===== src/rtl/flag_window_pkg.sv =====
// Shared types and sizing helpers for the flag window counter.
// No logic; sizing functions are evaluated at elaboration time.
// No handshake; imported by the counter top.
package flag_window_pkg;

   typedef enum logic {
      IDLE = 1'b0,
      RUN  = 1'b1
   } state_t;

   // Largest value an event count of width w can hold (2^w - 1).
   function automatic int unsigned cnt_max(input int unsigned w);
      return (32'd1 << w) - 32'd1;
   endfunction

   // Window counter width; a WIN_LEN of 2 still needs one bit.
   function automatic int unsigned wcnt_w(input int unsigned len);
      return (len > 32'd2) ? int'($clog2(len)) : 32'd1;
   endfunction

endpackage


===== src/rtl/flag_window_counter.sv =====
// Counts flag events over back-to-back WIN_LEN windows; FLAG_WINDOW_EDGE_EN counts rising edges only.
// Latency: res_valid rises the cycle after the last window cycle.
// Backpressure: result held until res_ready; a new result overwrites an unaccepted one and sets res_drop.
module flag_window_counter
   import flag_window_pkg::*;
#(
   parameter int WIN_LEN = 16,
   parameter int CNT_W   = 8
) (
   input  logic             clk,
   input  logic             rst,
   input  logic             flag,
   input  logic             enable,
   input  logic             res_ready,
   output logic             res_valid,
   output logic [CNT_W-1:0] res_count,
   output logic             res_sat,
   output logic             res_drop
);

   localparam int unsigned      WCNT_W   = wcnt_w(WIN_LEN);
   localparam logic [CNT_W-1:0] CNT_MAX  = CNT_W'(cnt_max(CNT_W));
   localparam logic [WCNT_W-1:0] WIN_LAST = WCNT_W'(WIN_LEN - 1);

   state_t            state;
   state_t            state_nxt;
   logic [WCNT_W-1:0] wcnt;
   logic [CNT_W-1:0]  ecnt;
   logic              sat;
   logic              ev;
   logic              run_cyc;
   logic              win_end;
   logic [CNT_W-1:0]  ecnt_nxt;
   logic              sat_nxt;
   logic              accept;

`ifdef FLAG_WINDOW_EDGE_EN
   logic flag_d;

   always_ff @(posedge clk or negedge rst) begin
      if (!rst) begin
         flag_d <= 1'b0;
      end else begin
         flag_d <= flag;
      end
   end

   assign ev = flag & ~flag_d;
`else
   assign ev = flag;
`endif

   always_ff @(posedge clk or negedge rst) begin
      if (!rst) begin
         state <= IDLE;
      end else begin
         state <= state_nxt;
      end
   end

   always_comb begin
      state_nxt = state;
      case (state)
         IDLE:    if (enable)  state_nxt = RUN;
         RUN:     if (!enable) state_nxt = IDLE;
         default: state_nxt = IDLE;
      endcase
   end

   // A RUN cycle with enable low aborts: it neither counts nor ends a window.
   always_comb begin
      run_cyc = 1'b0;
      win_end = 1'b0;
      if (state == RUN && enable) begin
         run_cyc = 1'b1;
         win_end = (wcnt == WIN_LAST);
      end
   end

   always_comb begin
      ecnt_nxt = ecnt;
      sat_nxt  = sat;
      if (ev) begin
         if (ecnt == CNT_MAX) begin
            sat_nxt = 1'b1;
         end else begin
            ecnt_nxt = ecnt + CNT_W'(1);
         end
      end
   end

   assign accept = res_valid & res_ready;

   always_ff @(posedge clk or negedge rst) begin
      if (!rst) begin
         wcnt <= '0;
         ecnt <= '0;
         sat  <= 1'b0;
      end else if (!run_cyc || win_end) begin
         wcnt <= '0;
         ecnt <= '0;
         sat  <= 1'b0;
      end else begin
         wcnt <= wcnt + WCNT_W'(1);
         ecnt <= ecnt_nxt;
         sat  <= sat_nxt;
      end
   end

   // An accept coinciding with a window end hands over cleanly, so res_drop is left alone.
   always_ff @(posedge clk or negedge rst) begin
      if (!rst) begin
         res_valid <= 1'b0;
         res_count <= '0;
         res_sat   <= 1'b0;
         res_drop  <= 1'b0;
      end else if (win_end) begin
         res_valid <= 1'b1;
         res_count <= ecnt_nxt;
         res_sat   <= sat_nxt;
         if (res_valid && !res_ready) begin
            res_drop <= 1'b1;
         end
      end else if (accept) begin
         res_valid <= 1'b0;
         res_drop  <= 1'b0;
      end
   end

endmodule


===== config.mk =====
export PLATFORM = sky130hd
export DESIGN_NAME = flag_window_counter
export DESIGN_NICKNAME = d
export VERILOG_FILES = /design/src/rtl/flag_window_pkg.sv /design/src/rtl/flag_window_counter.sv
export SDC_FILE = /design/constraint.sdc
export NUM_CORES = 1
export LEC_CHECK = 0
export CORE_ASPECT_RATIO = 0.9
export CORE_UTILIZATION = 52
export DETAILED_ROUTE_END_ITERATION = 7
export GPL_TIMING_DRIVEN = 1
export HOLD_SLACK_MARGIN = 0.02
export MAX_ROUTING_LAYER = met4
export PLACE_DENSITY_LB_ADDON = 0.2
export REMOVE_ABC_BUFFERS = 1
export SLEW_MARGIN = 20
export SYNTH_ARGS = -nofsm -noshare
export SYNTH_HDL_FRONTEND = slang
export SYNTH_SLANG_ARGS = --single-unit

===== constraint.sdc =====
create_clock -name clk -period 1.92 [get_ports clk]
set_clock_uncertainty 0.15 [all_clocks]
set_input_delay 0.192 -clock clk [delete_from_list [all_inputs] [get_ports clk]]
set_output_delay 0.192 -clock clk [all_outputs]
set_load 0.1 [all_outputs]

==> Word-level counts from Yosys, hierarchy flattened <==
Cells that the tools add are included.
W data, S select, Z words.
{ "op_classes": {"n_addsub": 2, "n_mux": 14, "eq_ne": 3, "magnitude_cmp": 0, "mul": 0, "bitwise": 1, "n_div": 0, "n_reduce_logical": 7, "n_shift": 0} }
{ "op_table": {"columns": ["operator", "count"], "rows": [
  ["$mux W8", 3],
  ["$mux W1", 10],
  ["$add A8 B1 Y8 const B", 1],
  ["$eq A8 B8 Y1 const B", 1],
  ["$add A4 B1 Y4 const B", 1],
  ["$eq A4 B4 Y1 const B", 1],
  ["$mux W4", 1],
  ["$logic_and A1 B1 Y1", 2],
  ["$logic_not A1 Y1", 2],
  ["$ne A2 B1 Y1 const B", 1],
  ["$reduce_and A2 Y1", 1],
  ["$reduce_bool A2 Y1", 1],
  ["$and A1 B1 Y1", 1],
  ["$logic_or A1 B1 Y1", 1]
]} }
{ "word_totals": {"reg_bits": 25, "memories": 0, "latchBits": 0, "mem_bits_rw": 0, "inputBits": 5, "wordCells": 35, "mem_bits_ro": 0, "out_inout_bits": 11} }

==> Depth between registers and ports, before layout <==
Gate-level depths: netlist of run 1.
{ "depth": {"ltp_word": 5, "mapped_depth": 7, "mapped_depth_nobuf": 5} }

==> Least setup slack after synthesis of run 1 <==
Ideal clock, no wire load.
{ "synth_path": {"path_kind": "register to register", "from": "register ecnt[0]", "to": "register res_count[7]", "setup_ps": 125, "t_required_ps": 1645, "path_buffers": 1, "stages_incl_launch_ff": 7, "path_slack_ps": 312, "synth_period_minus_slack_ps": 1608, "arrival_ps": 1333, "cell_sequence": "dfrtp_1 > ha_1 > and3_1 > buf_2 > nor4_1 > o21bai_1 > o21ai_1"} }
{ "synth_via": {"elab_chain_len": 3, "elab_cells_between_ends": 4, "classes_between": "1 x add/sub; 1 x eq/ne; 2 x mux"} }
{ "synth_rtl": {"columns": ["element", "line_no", "rtl"], "rows": [
  ["from (decl)", "flag_window_counter.sv:28", "logic [CNT_W-1:0] ecnt;"],
  ["from (signal assigned)", "flag_window_counter.sv:105", "ecnt <= ecnt_nxt;"],
  ["$add A8 B1 Y8 / $eq A8 B8 Y1 (equally long branches)", "flag_window_counter.sv:87, flag_window_counter.sv:84", null],
  ["$mux W8 *", "flag_window_counter.sv:84", "if (ecnt == CNT_MAX) begin"],
  ["$mux W8 *", "flag_window_counter.sv:83", "if (ev) begin"],
  ["to (signal assigned)", "flag_window_counter.sv:119", "res_count <= ecnt_nxt;"],
  ["to (decl)", "flag_window_counter.sv:16", "output logic [CNT_W-1:0] res_count,"]
]} }
Every way passes the cells marked *; elsewhere a longest branch is shown, timed or not.
A chain may end at the register's enable or synchronous reset.

==> Worst setup path in the final report of run 1 <==
{ "layout_path": {"from": "register wcnt[0]", "to": "register res_valid"} }
{ "layout_via": {"elab_chain_len": 3, "elab_cells_between_ends": 4, "classes_between": "1 x eq/ne; 2 x mux; 1 x reduce/logical"} }
{ "layout_rtl": {"columns": ["element", "line_no", "rtl"], "rows": [
  ["from (decl)", "flag_window_counter.sv:27", "logic [WCNT_W-1:0] wcnt;"],
  ["from (signal assigned)", "flag_window_counter.sv:104", "wcnt <= wcnt + WCNT_W'(1);"],
  ["$eq A4 B4 Y1 *", "flag_window_counter.sv:76", "win_end = (wcnt == WIN_LAST);"],
  ["$mux W1 *", "flag_window_counter.sv:74", "if (state == RUN && enable) begin"],
  ["$mux W1 / $reduce_bool A2 Y1 (equally long branches)", null, null],
  ["to (signal assigned)", "flag_window_counter.sv:113", "res_valid <= 1'b0;"],
  ["to (signal assigned)", "flag_window_counter.sv:118", "res_valid <= 1'b1;"],
  ["to (signal assigned)", "flag_window_counter.sv:125", "res_valid <= 1'b0;"],
  ["to (decl)", "flag_window_counter.sv:15", "output logic res_valid,"]
]} }
Marked as above.

==> results of run 1 <==
-- metal layers --
metal	up-vias	routed length (um)	GRT usage (%)	part of all wire [%]
met5	-	0	-	0
met4	0	14	3.33	0.76
met3	2	72	6.00	3.9
met2	17	855	33.1	46
met1	373	903	24.6	49
li1	401	-	-	-
-- layout make-up --
class,instances,area (sq um),area share [%]
multi-input combinational,74,444,34.8
sequential,25,626,49.0
clock buffer,3,22.5,1.76
timing repair buffer,17,138,10.8
inverter,3,11.3,0.881
tap,25,31.3,2.45
clock inverter,1,5.00,0.392
-- power by group through the flow --
stage / registers, mW / logic [mW] / clock network (mW)
after global placement: 0.544 / 0.0372 / 0
final: 0.535 / 0.0369 / 0.229
after detailed placement: 0.545 / 0.0385 / 0
after CTS: 0.535 / 0.0388 / 0.240
after floorplan: 0.544 / 0.0129 / 0
after global routing: 0.535 / 0.0445 / 0.250
-- worst reg2reg max path, cell delays in order (launching register included) --
cell	delay, ns
dfrtp_1	0.43
ha_1	0.23
nand3_1	0.11
or2_1	0.50
o21ai_0	0.17
-- metrics by stage --
stage	util, %	hold WS [ns]	cell area (sq um)
after floorplan	-	-0.254	1080
after global placement	64.0	0.300	1250
after detailed placement	64.0	0.318	1250
after CTS	65.4	0.0689	1280
after global routing	65.4	0.108	1280
final	65.4	0.0623	1280
-- sequential cells by signal (all words and copies together) (netlist names) --
register,cells
res_valid,1
state,1
wcnt,4
ecnt,8
res_count,8
sat,1
res_sat,1
res_drop,1
-- final timing paths --
| kind | start | slack [ns] | end | depth (start not counted) |
|---|---|---|---|---|
| max | wcnt[0] | 0.21 | res_valid | 4 |
| min | rst | 0.06 | ecnt[5] | 2 |
| max reg2reg | wcnt[0] | 0.21 | res_valid | 4 |
| min reg2reg | wcnt[0] | 0.34 | wcnt[0] | 1 |
| max in group asynchronous | rst | 1.32 | res_count[2] | 2 |
| min in group clk | enable | 0.22 | state | 1 |
-- cell usage after synthesis --
master,instances,share of area (%)
a31oi_1,1,0.57
nand4_2,2,2.3
nand2_1,14,4.8
nand3_1,6,2.7
o2111ai_1,1,0.80
nor2b_1,1,0.57
clkbuf_1,2,0.68
nor2_1,14,4.8
o211ai_1,1,0.68
o21ai_0,4,1.8
dfrtp_1,25,57
and3_1,1,0.57
nand4_1,1,0.57
xnor2_1,1,0.80
xor2_1,3,2.4
o21ai_1,6,2.7
mux2_2,1,1.0
o21ai_4,1,1.5
inv_1,3,1.0
or3_1,1,0.57
and3_4,1,1.0
o21ai_2,1,0.80
nor4_1,1,0.57
a21o_1,1,0.68
and4_1,1,0.80
buf_2,2,0.91
or2_1,1,0.57
o21bai_1,2,1.4
mux2i_1,2,1.8
a21oi_1,3,1.4
ha_1,2,2.3
-- cells by family (layout without fill, tap and decap cells) --
group | after synthesis | after routing | synth area share [%]
fa+ha+maj | 2 | 2 | 2.28
xor+xnor | 4 | 4 | 3.19
simple gates | 44 | 44 | 19.8
buf+inv | 7 | 24 | 2.62
mux | 3 | 3 | 2.85
flops | 25 | 25 | 56.9
compound gates | 21 | 21 | 12.3
-- layout by cell type, fill, tap and decap left out, drive strengths merged --
| cell | netlist | layout |
|---|---|---|
| nor2b | 1 | 1 |
| clkbuf | 2 | 3 |
| and4 | 1 | 1 |
| nand3 | 6 | 6 |
| dfrtp | 25 | 25 |
| nor2 | 14 | 14 |
| or2 | 1 | 1 |
| o211ai | 1 | 1 |
| o21bai | 2 | 2 |
| buf | 2 | 13 |
| a21o | 1 | 1 |
| nand4 | 3 | 3 |
| or3 | 1 | 1 |
| a21oi | 3 | 3 |
| a31oi | 1 | 1 |
| clkdlybuf4s50 | 0 | 4 |
| xor2 | 3 | 3 |
| inv | 3 | 3 |
| and3 | 2 | 2 |
| mux2 | 1 | 1 |
| nand2 | 14 | 14 |
| nor4 | 1 | 1 |
| ha | 2 | 2 |
| xnor2 | 1 | 1 |
| clkinv | 0 | 1 |
| mux2i | 2 | 2 |
| o2111ai | 1 | 1 |
| o21ai | 12 | 12 |
==> metrics, run 1 <==
Clk network pwr share 28.6%; Die Area 2300 sq um; sequential element share of the synthesized area 56.9%; sum of negative setup slack 0 ns; via-per-instance ratio 5.36; overall via count from detail_route between 700 and 800; Gate power share approximately 4.6%; routed wire length 1.85 mm; CP max FO 16; Peak VDD IR 0.638 mV; Worst path max stage delay ~0.50 ns; cell leakage power between 0.6 and 0.7 nW; Chip Height 45.6 um; largest delay contributor family on the critical path simple AND/OR/NAND/NOR gates; deepest level of the CTS H-tree 1; Post-Synthesis Cells 106; setup slack after layout 0.211 ns; Die Span X 50.5 um; Synth Cell Area roughly 1100 sq um; slew at the pin closest to its max-slew limit a little under 0.6 ns; type of the setup path with the least slack flop to flop; detailed-routing iteration count for the pre-antenna-repair pass 4; wire length of the first global-routing pass 3.23 mm; Required @ worst endpoint 1.95 ns; CTS Buffer Depth 2; CTS buffer count 3; cell with the biggest individual delay on the critical path or2_1; leftover overflow at the end of global routing 0; post-route fraction of the period consumed by the critical path 89.0%; cell at the root of the clock tree clkbuf_4; power density of the placed cells 627 nW/um^2; Buf/Inv on CP 0; quantity of hold-fixing buffers added after cts 0; Unique masters post-synth 31; sequence of cells on the critical path ha_1, nand3_1, or2_1, o21ai_0; starting density of the core between 50% and 60%; pin count of the biggest net entering global routing 26; clock latency on the worst-skew pair 0.31 ns; post-layout instance count excluding filler cells 148; flops & latches, synth 25; setup violators final 0; CTS tree done; Hold Violations, Final 0; number of placement rows 15; number of fillers in the final layout roughly 170; antenna violations before repair 0; number of nets in the finished design between 100 and 150; Tmin final 1.71 ns; detailed placement HPWL roughly 1.3 mm; worst setup timing slack at the placement stage roughly 0.084 ns; Avg Inst Size Synth 10.4 sq um; count of input and output buffers 15; antenna diode count 0; cell count after placement 144; type of element capturing the critical path flop; sink count of the clock tree 25; global routing usage summed across all routing layers 19.9%; final count of pins violating max slew 0; area overhead of the layout relative to synthesis 16.3%; vias in the first global route 737; setup repair after global routing missed its margin no; CP startpoint kind flop; Hold WC Path Type primary input to async pin; GP Congestion ~0.75; number of DRC markers after the initial detailed-route iteration 11; net switching power figure 0.178 mW; antenna viol nets, final 0; crit path DAT 1.74 ns; Internal Power a little over 0.6 mW; overall power of the completed layout 0.801 mW; proportion of layout cells with a drive suffix above 1 18.7%; # resized after CTS 0; Worst-path clk slew 0.13 ns; count of unresolved DRC violations after routing 0; result of the run completed; proportion of total power due to net switching 22.2%; part of the total power dissipated in sequential elements 66.8%; maximum frequency from static timing analysis 585 MHz; number of max-capacitance violations reported 0; routed length per placed instance 12.5 um; synth warn 0; ports placed on the boundary 16; core outline area 1950 sq um; Worst slew margin about three fifths; post-CTS setup buffers 0
(Power assumes the default switching activity.)
==> run 2, diff against run 1 <==
--- a/config.mk
+++ b/config.mk
@@ -5,6 +5,7 @@
 export SDC_FILE = /design/constraint.sdc
 export NUM_CORES = 1
 export LEC_CHECK = 0
+export CAP_MARGIN = 20
 export CORE_ASPECT_RATIO = 0.9
 export CORE_UTILIZATION = 52
 export DETAILED_ROUTE_END_ITERATION = 7
==> results of run 2 <==
Same layout as run 1: the final DEF is identical, and so are final timing and power.
==> run 3, diff against run 2 <==
--- a/config.mk
+++ b/config.mk
@@ -7,7 +7,7 @@
 export LEC_CHECK = 0
 export CAP_MARGIN = 20
 export CORE_ASPECT_RATIO = 0.9
-export CORE_UTILIZATION = 52
+export CORE_UTILIZATION = 45
 export DETAILED_ROUTE_END_ITERATION = 7
 export GPL_TIMING_DRIVEN = 1
 export HOLD_SLACK_MARGIN = 0.02
==> metrics, run 3 (synthesized netlist as in run 1, its figures left out) <==
Required @ worst endpoint 1.97 ns; sequence of cells on the critical path ha_1, and3_1, nor4_1, o21bai_1, o21ai_1; maximum frequency from static timing analysis 586 MHz; final std cell area, no fill about 1300 sq um; detailed-routing iteration count for the pre-antenna-repair pass 2; Die Span X approximately 54 um; detailed placement HPWL 1.27 mm; # resized after CTS 0; antenna diode count 0; core outline area 2240 sq um; type of element capturing the critical path flop; count of unresolved DRC violations after routing 0; global routing usage summed across all routing layers 16.1%; count of input and output buffers 15; worst reg-to-reg setup slack ~0.21 ns; Worst-path clk slew 0.13 ns; most frequent standard cell in the layout excluding fill and tap cells dfrtp_1; crit path DAT 1.75 ns; depth of the worst register-to-register path 5; ports placed on the boundary 16; critical path startpoint ecnt[0]; pin count of the biggest net entering global routing 26; most frequent cells in the layout dfrtp_1, nand2_1, nor2_1; CTS tree done; number of nets in the finished design 131; CTS buffer count 3; CP max FO 7; type of the setup path with the least slack flop to flop; cell with the biggest individual delay on the critical path dfrtp_1; via-per-instance ratio between 5 and 6; Tmin final 1.71 ns; worst hold slack across all endpoints 0.0705 ns; post-CTS setup buffers 0; sum of negative setup slack 0 ns; Die Area 2640 sq um; CTS Buffer Depth 2; result of the run completed; Peak VDD IR 0.503 mV; final count of pins violating max slew 0; post-route fraction of the period consumed by the critical path 88.8%; largest registers ecnt (8), res_count (8), wcnt (4); starting density of the core between 40% and 50%; Worst slew margin around 64%; GP Congestion 0.782; cell leakage power 0.608 nW; Worst path max stage delay 0.44 ns; clock latency on the worst-skew pair approximately 0.31 ns; proportion of layout cells with a drive suffix above 1 17.9%; overall via count from detail_route 786; vias in the first global route a little over 700; deepest level of the CTS H-tree 1; antenna viol nets, final 0; Chip Height 48.9 um; slew at the pin closest to its max-slew limit 0.546 ns; leftover overflow at the end of global routing 0; sink count of the clock tree 25; antenna violations before repair 0; routed length per placed instance 11.7 um; Hold WC Path Type primary input to async pin; routed wire length 1.76 mm; Buf/Inv on CP 0; CP startpoint kind flop; cell at the root of the clock tree clkbuf_4; Crit Reg-Reg Endpoint res_count[7]; Crit Reg-Reg Startpoint ecnt[0]; number of DRC markers after the initial detailed-route iteration 3; number of fillers in the final layout 200; quantity of hold-fixing buffers added after cts 0; area overhead of the layout relative to synthesis 16.4%; placed standard-cell area around 1300 sq um; largest delay contributor family on the critical path simple AND/OR/NAND/NOR gates; setup repair after global routing missed its margin no; setup violators final 0; number of placement rows 16; power density of the placed cells 625 nW/um^2; wire length of the first global-routing pass 2.99 mm; Hold Violations, Final 0; number of max-capacitance violations reported 0
run 3: cell count changes in the layout (fill, tap and decap cells not counted), sizes merged:
| cell | previous run | this run |
|---|---|---|
| clkbuf | 3 | 4 |
| clkinv | 1 | 0 |
run 3: stage by stage:
step | util, % | instances | power [mW] | setup slack, ns
floorplan | - | 102 | 0.557 | 0.365
global placement | 55.9 | 146 | 0.582 | 0.113
detailed placement | 55.9 | 146 | 0.583 | 0.0878
CTS | 57.0 | 150 | 0.815 | 0.185
global route | 57.0 | 150 | 0.840 | 0.0737
finish | 57.0 | 150 | 0.799 | 0.214
run 3: metal layers:
metal | vias up | global-route usage (%) | part of all wire, %
li1 | 398 | - | -
met2 | 11 | 24.3 | 47
met5 | - | - | 0
met1 | 375 | 20.7 | 48
met3 | 2 | 6.54 | 4.2
met4 | 0 | 2.56 | 0.51
run 3: area by class of cell:
class / instances / area [sq um] / share of cell area, %
clock buffers: 4 / 26.3 / 2.05
well taps: 27 / 33.8 / 2.64
inverters: 3 / 11.3 / 0.881
repair buffers: 17 / 138 / 10.8
multi-input cells: 74 / 444 / 34.7
flip-flops and latches: 25 / 626 / 48.9
run 3: how the worst max path moves through the flow:
| stage | end | slack [ns] | cells past startpoint |
|---|---|---|---|
| after floorplan | res_count[7] | 0.37 | 5 |
| after global placement | res_count[6] | 0.11 | 5 |
| after detailed placement | res_count[6] | 0.09 | 5 |
| after CTS | res_valid | 0.19 | 4 |
| after global routing | res_valid | 0.07 | 4 |
| final | res_count[7] | 0.21 | 5 |
run 3: power breakdown:
group | internal, mW | total, mW | switching [mW]
Combinational | 0.0141 | 0.0366 | 0.0225
Sequential | 0.531 | 0.534 | 0.00358
Clock | 0.0812 | 0.228 | 0.146
Total | 0.626 | 0.799 | 0.172
